==> config.mk <==
export PLATFORM = sky130hd
export DESIGN_NAME = multicycle_controller
export DESIGN_NICKNAME = d
export VERILOG_FILES = /design/src/rtl/multicycle_controller.sv
export SDC_FILE = /design/constraint.sdc
export NUM_CORES = 1
export LEC_CHECK = 0
export CAP_MARGIN = 20
export CORE_ASPECT_RATIO = 0.5
export CORE_UTILIZATION = 30
export DETAILED_ROUTE_END_ITERATION = 8
export GPL_ROUTABILITY_DRIVEN = 1
export GPL_TIMING_DRIVEN = 0
export PLACE_DENSITY = 0.69
export REMOVE_ABC_BUFFERS = 1
export SLEW_MARGIN = 15
export SYNTH_ARGS = -nofsm -noshare
export SYNTH_HDL_FRONTEND = slang
export SYNTH_SLANG_ARGS = --single-unit
==> constraint.sdc <==
create_clock -name clk -period 2.57 [get_ports clk]
set_input_delay 0.257 -clock clk [delete_from_list [all_inputs] [get_ports clk]]
set_output_delay 0.257 -clock clk [all_outputs]
set_load 0.01 [all_outputs]
==> src/rtl/multicycle_controller.sv <==
// Multicycle ARM control unit: Moore main FSM, ALU/immediate decode,
// NZCV flag register and the condition check that gates every
// architectural write (register file, PC, memory, flags).
module multicycle_controller #(
    parameter logic [3:0] RESET_FLAGS = 4'b0000
) (
    input  logic        clk,
    input  logic        reset,
    input  logic [31:0] Instr,
    input  logic [3:0]  ALUFlags,
    output logic        PCWrite,
    output logic        MemWrite,
    output logic        RegWrite,
    output logic        IRWrite,
    output logic        AdrSrc,
    output logic [1:0]  RegSrc,
    output logic [1:0]  ALUSrcA,
    output logic [1:0]  ALUSrcB,
    output logic [1:0]  ResultSrc,
    output logic [1:0]  ImmSrc,
    output logic [1:0]  ALUControl
);

    typedef enum logic [3:0] {
        S_FETCH, S_DECODE, S_MEMADR, S_MEMREAD, S_MEMWB,
        S_MEMWRITE, S_EXECR, S_EXECI, S_ALUWB, S_BRANCH
    } state_t;

    state_t      r_state, w_next;
    logic [3:0]  r_flags;          // {N,Z,C,V}

    logic [3:0]  w_cond;
    logic [1:0]  w_op;
    logic [3:0]  w_cmd;
    logic        w_immf, w_sbit, w_rd15;
    logic        w_condex;
    logic        w_n, w_z, w_c, w_v;
    logic        w_legal, w_arith;
    logic [1:0]  w_aluop;
    logic        w_flag_we;

    assign w_cond = Instr[31:28];
    assign w_op   = Instr[27:26];
    assign w_immf = Instr[25];
    assign w_cmd  = Instr[24:21];
    assign w_sbit = Instr[20];
    assign w_rd15 = (Instr[15:12] == 4'hF);
    assign {w_n, w_z, w_c, w_v} = r_flags;

    // Register-port and immediate selects come straight from the opcode
    assign RegSrc = {w_op == 2'b01, w_op == 2'b10};
    assign ImmSrc = w_op;

    // Condition check against the current architectural flags
    always_comb begin
        w_condex = 1'b0;
        case (w_cond)
            4'b0000: w_condex = w_z;
            4'b0001: w_condex = ~w_z;
            4'b0010: w_condex = w_c;
            4'b0011: w_condex = ~w_c;
            4'b0100: w_condex = w_n;
            4'b0101: w_condex = ~w_n;
            4'b0110: w_condex = w_v;
            4'b0111: w_condex = ~w_v;
            4'b1000: w_condex = w_c & ~w_z;
            4'b1001: w_condex = ~w_c | w_z;
            4'b1010: w_condex = (w_n == w_v);
            4'b1011: w_condex = (w_n != w_v);
            4'b1100: w_condex = ~w_z & (w_n == w_v);
            4'b1101: w_condex = w_z | (w_n != w_v);
            4'b1110: w_condex = 1'b1;
            default: w_condex = 1'b0;   // 1111 never executes
        endcase
    end

    // Data-processing command decode; unknown commands fall back to ADD
    // and are barred from touching the flags
    always_comb begin
        w_aluop = 2'b00;
        w_legal = 1'b1;
        w_arith = 1'b0;
        case (w_cmd)
            4'b0100: begin w_aluop = 2'b00; w_arith = 1'b1; end
            4'b0010: begin w_aluop = 2'b01; w_arith = 1'b1; end
            4'b0000: w_aluop = 2'b10;
            4'b1100: w_aluop = 2'b11;
            default: w_legal = 1'b0;
        endcase
    end

    assign w_flag_we = ((r_state == S_EXECR) || (r_state == S_EXECI)) &&
                       w_sbit && w_condex && w_legal;

    // State register; async reset aborts any in-flight instruction
    always_ff @(posedge clk or posedge reset) begin
        if (reset) r_state <= S_FETCH;
        else       r_state <= w_next;
    end

    // Flag register: N,Z on any flag-setting op, C,V only for ADD/SUB
    always_ff @(posedge clk or posedge reset) begin
        if (reset) begin
            r_flags <= RESET_FLAGS;
        end else if (w_flag_we) begin
            r_flags[3:2] <= ALUFlags[3:2];
            if (w_arith) r_flags[1:0] <= ALUFlags[1:0];
        end
    end

    // Next-state and Moore outputs; writes are qualified by the condition
    always_comb begin
        w_next     = S_FETCH;
        PCWrite    = 1'b0;
        MemWrite   = 1'b0;
        RegWrite   = 1'b0;
        IRWrite    = 1'b0;
        AdrSrc     = 1'b0;
        ALUSrcA    = 2'd0;
        ALUSrcB    = 2'd0;
        ResultSrc  = 2'd0;
        ALUControl = 2'b00;
        case (r_state)
            S_FETCH: begin
                IRWrite = 1'b1;
                PCWrite = 1'b1;
                ALUSrcA = 2'd1;
                ALUSrcB = 2'd2;
                w_next  = S_DECODE;
            end
            S_DECODE: begin
                ALUSrcA = 2'd1;
                ALUSrcB = 2'd2;
                case (w_op)
                    2'b01:   w_next = S_MEMADR;
                    2'b00:   w_next = w_immf ? S_EXECI : S_EXECR;
                    2'b10:   w_next = S_BRANCH;
                    default: w_next = S_FETCH;
                endcase
            end
            S_MEMADR: begin
                ALUSrcB = 2'd1;
                w_next  = w_sbit ? S_MEMREAD : S_MEMWRITE;
            end
            S_MEMREAD: begin
                AdrSrc = 1'b1;
                w_next = S_MEMWB;
            end
            S_MEMWB: begin
                ResultSrc = 2'd2;
                RegWrite  = w_condex;
            end
            S_MEMWRITE: begin
                AdrSrc   = 1'b1;
                MemWrite = w_condex;
            end
            S_EXECR: begin
                ALUControl = w_aluop;
                w_next     = S_ALUWB;
            end
            S_EXECI: begin
                ALUSrcB    = 2'd1;
                ALUControl = w_aluop;
                w_next     = S_ALUWB;
            end
            S_ALUWB: begin
                ResultSrc = 2'd1;
                RegWrite  = w_condex;
                PCWrite   = w_condex & w_rd15;
            end
            S_BRANCH: begin
                ALUSrcB = 2'd1;
                PCWrite = w_condex;
            end
            default: w_next = S_FETCH;
        endcase
    end

endmodule

==> run_results.csv <==
group,metric,value,unit
detailed_routing,wl_met2,920,µm
yosys,synth_fa_ha_area_share,0,%
placement,post-place-ws,-0.713,ns
final_layout,multi_input_area,604,µm²
global_routing,grt_pass1_vias,693,
yosys,yosysTopAreaCell,"dfrtp_1",
floorplanning,pin_count,55,
yosys,synth_simple_gate_area_share,35.7,%
timing,finalClockSkew,0.000559,ns
yosys,synth_top_area_share,24.0,%
detailed_routing,dr.pass1.iters,4,
clock_tree,clk_latency,0.22,ns
final_layout,fin_cells,172,
detailed_routing,via_per_inst,4.89,
detailed_routing,routed_wl,1930,µm
detailed_routing,top_layer,"met4",
yosys,async_flop_share,100,%
worst_hold_path,hold_class,"in2async",
yosys,synthTopCellsByCount,"nor2_1 (12), a21oi_1 (8), dfrtp_1 (8), o21ai_0 (7), nor2b_1 (5)",
yosys,yosysMostFrequentCell,"nor2_1",
final_layout,utilization,48.1,%
clock_tree,ctsHtreeMaxLevel,1,
floorplanning,die_area,3010,µm²
clock_tree,clock_sinks,8,
yosys,synthXorXnorAreaFrac,4.20,%
detailed_routing,wl_met1,934,µm
timing,slew_viol_final,0,
setup_path,rrSetupSlack,0.20,ns
setup_path,cp_max_fo,9,
clock_tree,cts_buffer_depth,2,
yosys,dominantRegCellSynth,"dfrtp_1",
timing,tns,0,ns
final_layout,insertedDiodeCount,0,
yosys,synth_compound_area_share,19.8,%
clock_tree,tritoncts,"built",
floorplanning,core,2620,µm²
final_layout,layout-drive-gt1-share,16.3,%
clock_tree,path_clk_slew,0.04,ns
setup_path,endpoint_kind,"output port",
flow_run,max_cap_violations,0,
timing,period_minus_slack,2.53,ns
timing,hold_slack,0.271,ns
setup_path,critPathArrivalTime,2.28,ns
pwr,ir_drop,0.657,mV
detailed_routing,routed-wl-met3,64,µm
timing,worstMarginPinSlew,0.510,ns
global_routing,antenna_found_initial,0,
setup_path,startpoint_type,"input port",
yosys,ys_ff_latch,8,
setup_path,max_stage_delay,0.47,ns
final_layout,syn_to_final_growth,51.0,%
final_layout,seqCellArea,201,µm²
yosys,synth_top_family_by_area,"simple AND/OR/NAND/NOR gates",
setup_path,cp_data_required_time,2.31,ns
setup_path,cp.buffers_inverters,2,
yosys,synth_edf_count,0,
final_layout,fillers,257,
yosys,synth_cell_types,43,
detailed_routing,first_iter_violations,31,
clock_tree,postCtsSetupRepairBufs,0,
placement,dp_hpwl,1420,µm
setup_path,crit_slowest_cell,"or4b_1",
timing,grt_setup_unrepaired,"true",
floorplanning,dieHeight,39.3,µm
clock_tree,cts_buffers,3,
timing,fmax,395,MHz
yosys,synth_area_leaders,"dfrtp_1 (24%), mux2_2 (5.4%), nor2_1 (5.4%)",
global_routing,grt_pass1_wl,2880,µm
floorplanning,die_w,76.6,µm
yosys,synthCells,104,
setup_path,critPathTopFamily,"simple AND/OR/NAND/NOR gates",
pwr,p_total,0.867,mW
timing,max-slew-margin-rel,65.7,%
yosys,synthMuxAreaShare,9.00,%
final_layout,layout.nets,175,
setup_path,critical_path_class,"in2out",
timing,fin_ws,0.0378,ns
detailed_routing,drc_errors,0,
placement,numPortBuffers,37,
pwr,power.density,688,nW/µm²
pwr,leakage,0.504,nW
yosys,ys.warnings.count,0,
placement,dpl_cell_area,1200,µm²
detailed_routing,antenna_left,0,
placement,place.gp.congestion,0.758,
timing,fin_crit_sh,98.5,%
floorplanning,rows,13,
clock_tree,clock-root-buffer,"clkbuf_8",
global_routing,grt_max_degree,18,
yosys,avgSynthCellArea,8.02,µm²
setup_path,crit_chain,"dlygate4sd2_1, and2_1, or4b_1, a311oi_2, nor4_4, nor4b_2, clkdlybuf4s15_1",
floorplanning,start_util,31.9,%
timing,setup_violations,0,
run_status,status,"finished, final reports clean",
global_routing,grt_use_total,12.4,%
placement,dpl.cell_count,169,
yosys,yosysSeqAreaShare,24.0,%
detailed_routing,drt-wirelength-per-cell,11.2,µm
timing,finalHoldViolCount,0,
detailed_routing,via_count,841,
global_routing,grt_overflow_total,0,
yosys,netlist_area,835,µm²
final_layout,final_cell_area,1260,µm²
[logic make-up after synthesis]
logic type	count (synthesis)
AO/OA/AOI/OAI	23
XOR/XNOR	4
other	1
AND/OR/NAND/NOR	49
multiplexers	7
flip-flops	8
buffers and inverters	12
[what timing repair did]
action / CTS / global route
setup endpoints to repair: 5 / 4
gates resized for setup: 14 / 10
hold buffers: 0 / 0
pin swaps: 1 / 1
[power breakdown]
| group | internal [mW] | switching [mW] |
|---|---|---|
| clock | 0.101 | 0.0432 |
| sequential | 0.162 | 0.0988 |
| combinational | 0.266 | 0.196 |
[state kept, by name (all words and copies together) (netlist names)]
| name | flops |
|---|---|
| r_state | 4 |
| r_flags | 4 |
[area by class of cell]
class	count	area share [%]
clock buffer	3	3.28
timing repair buffer	37	28.2
sequential	8	16.0
multi-input combinational	84	48.0
inverter	3	0.894
tap	37	3.67
[per-layer routing]
metal | vias to the layer above | GRT usage [%]
li1 | 435 | -
met1 | 384 | 15.2
met2 | 20 | 23.2
met3 | 2 | 1.40
met4 | 0 | 5.77
met5 | - | 0
[worst reg2reg max path, delay by kind of cell, from the launching register on]
kind | cells | cell delay (ns)
muxes | 1 | 0.38
and+or+nand+nor | 3 | 1.08
AOI/OAI and AO/OA | 1 | 0.37
DFF | 1 | 0.43
[worst paths after layout]
check	startpoint	endpoint	depth (start not counted)
setup reg to reg	r_state[3]	r_flags[2]	5
setup / recovery	Instr[31]	MemWrite	7
max in group asynchronous	reset	r_state[1]	2
hold reg to reg	r_state[3]	r_state[3]	1
hold / removal	reset	r_flags[3]	2
min in group clk	r_state[3]	r_state[3]	1
[cells in the final DEF, fill, tap and decap left out, types with 2 or more instances in the layout]
cell / netlist / layout
xnor2_1: 2 / 2
and2_1: 2 / 2
mux2i_1: 3 / 3
mux2_2: 4 / 4
o21ai_0: 7 / 6
dlygate4sd2_1: 0 / 2
or4b_1: 2 / 2
clkbuf_2: 0 / 2
nor2b_1: 5 / 5
nor2_1: 12 / 12
or2_2: 3 / 3
nand2_1: 3 / 3
clkbuf_8: 0 / 3
nor3_1: 4 / 4
nand2b_1: 3 / 3
a21oi_1: 8 / 8
dfrtp_1: 8 / 7
clkdlybuf4s50_1: 0 / 30
inv_1: 3 / 3
xor2_1: 2 / 2
nor4b_2: 0 / 2
Power figures use the tool's default switching activity.
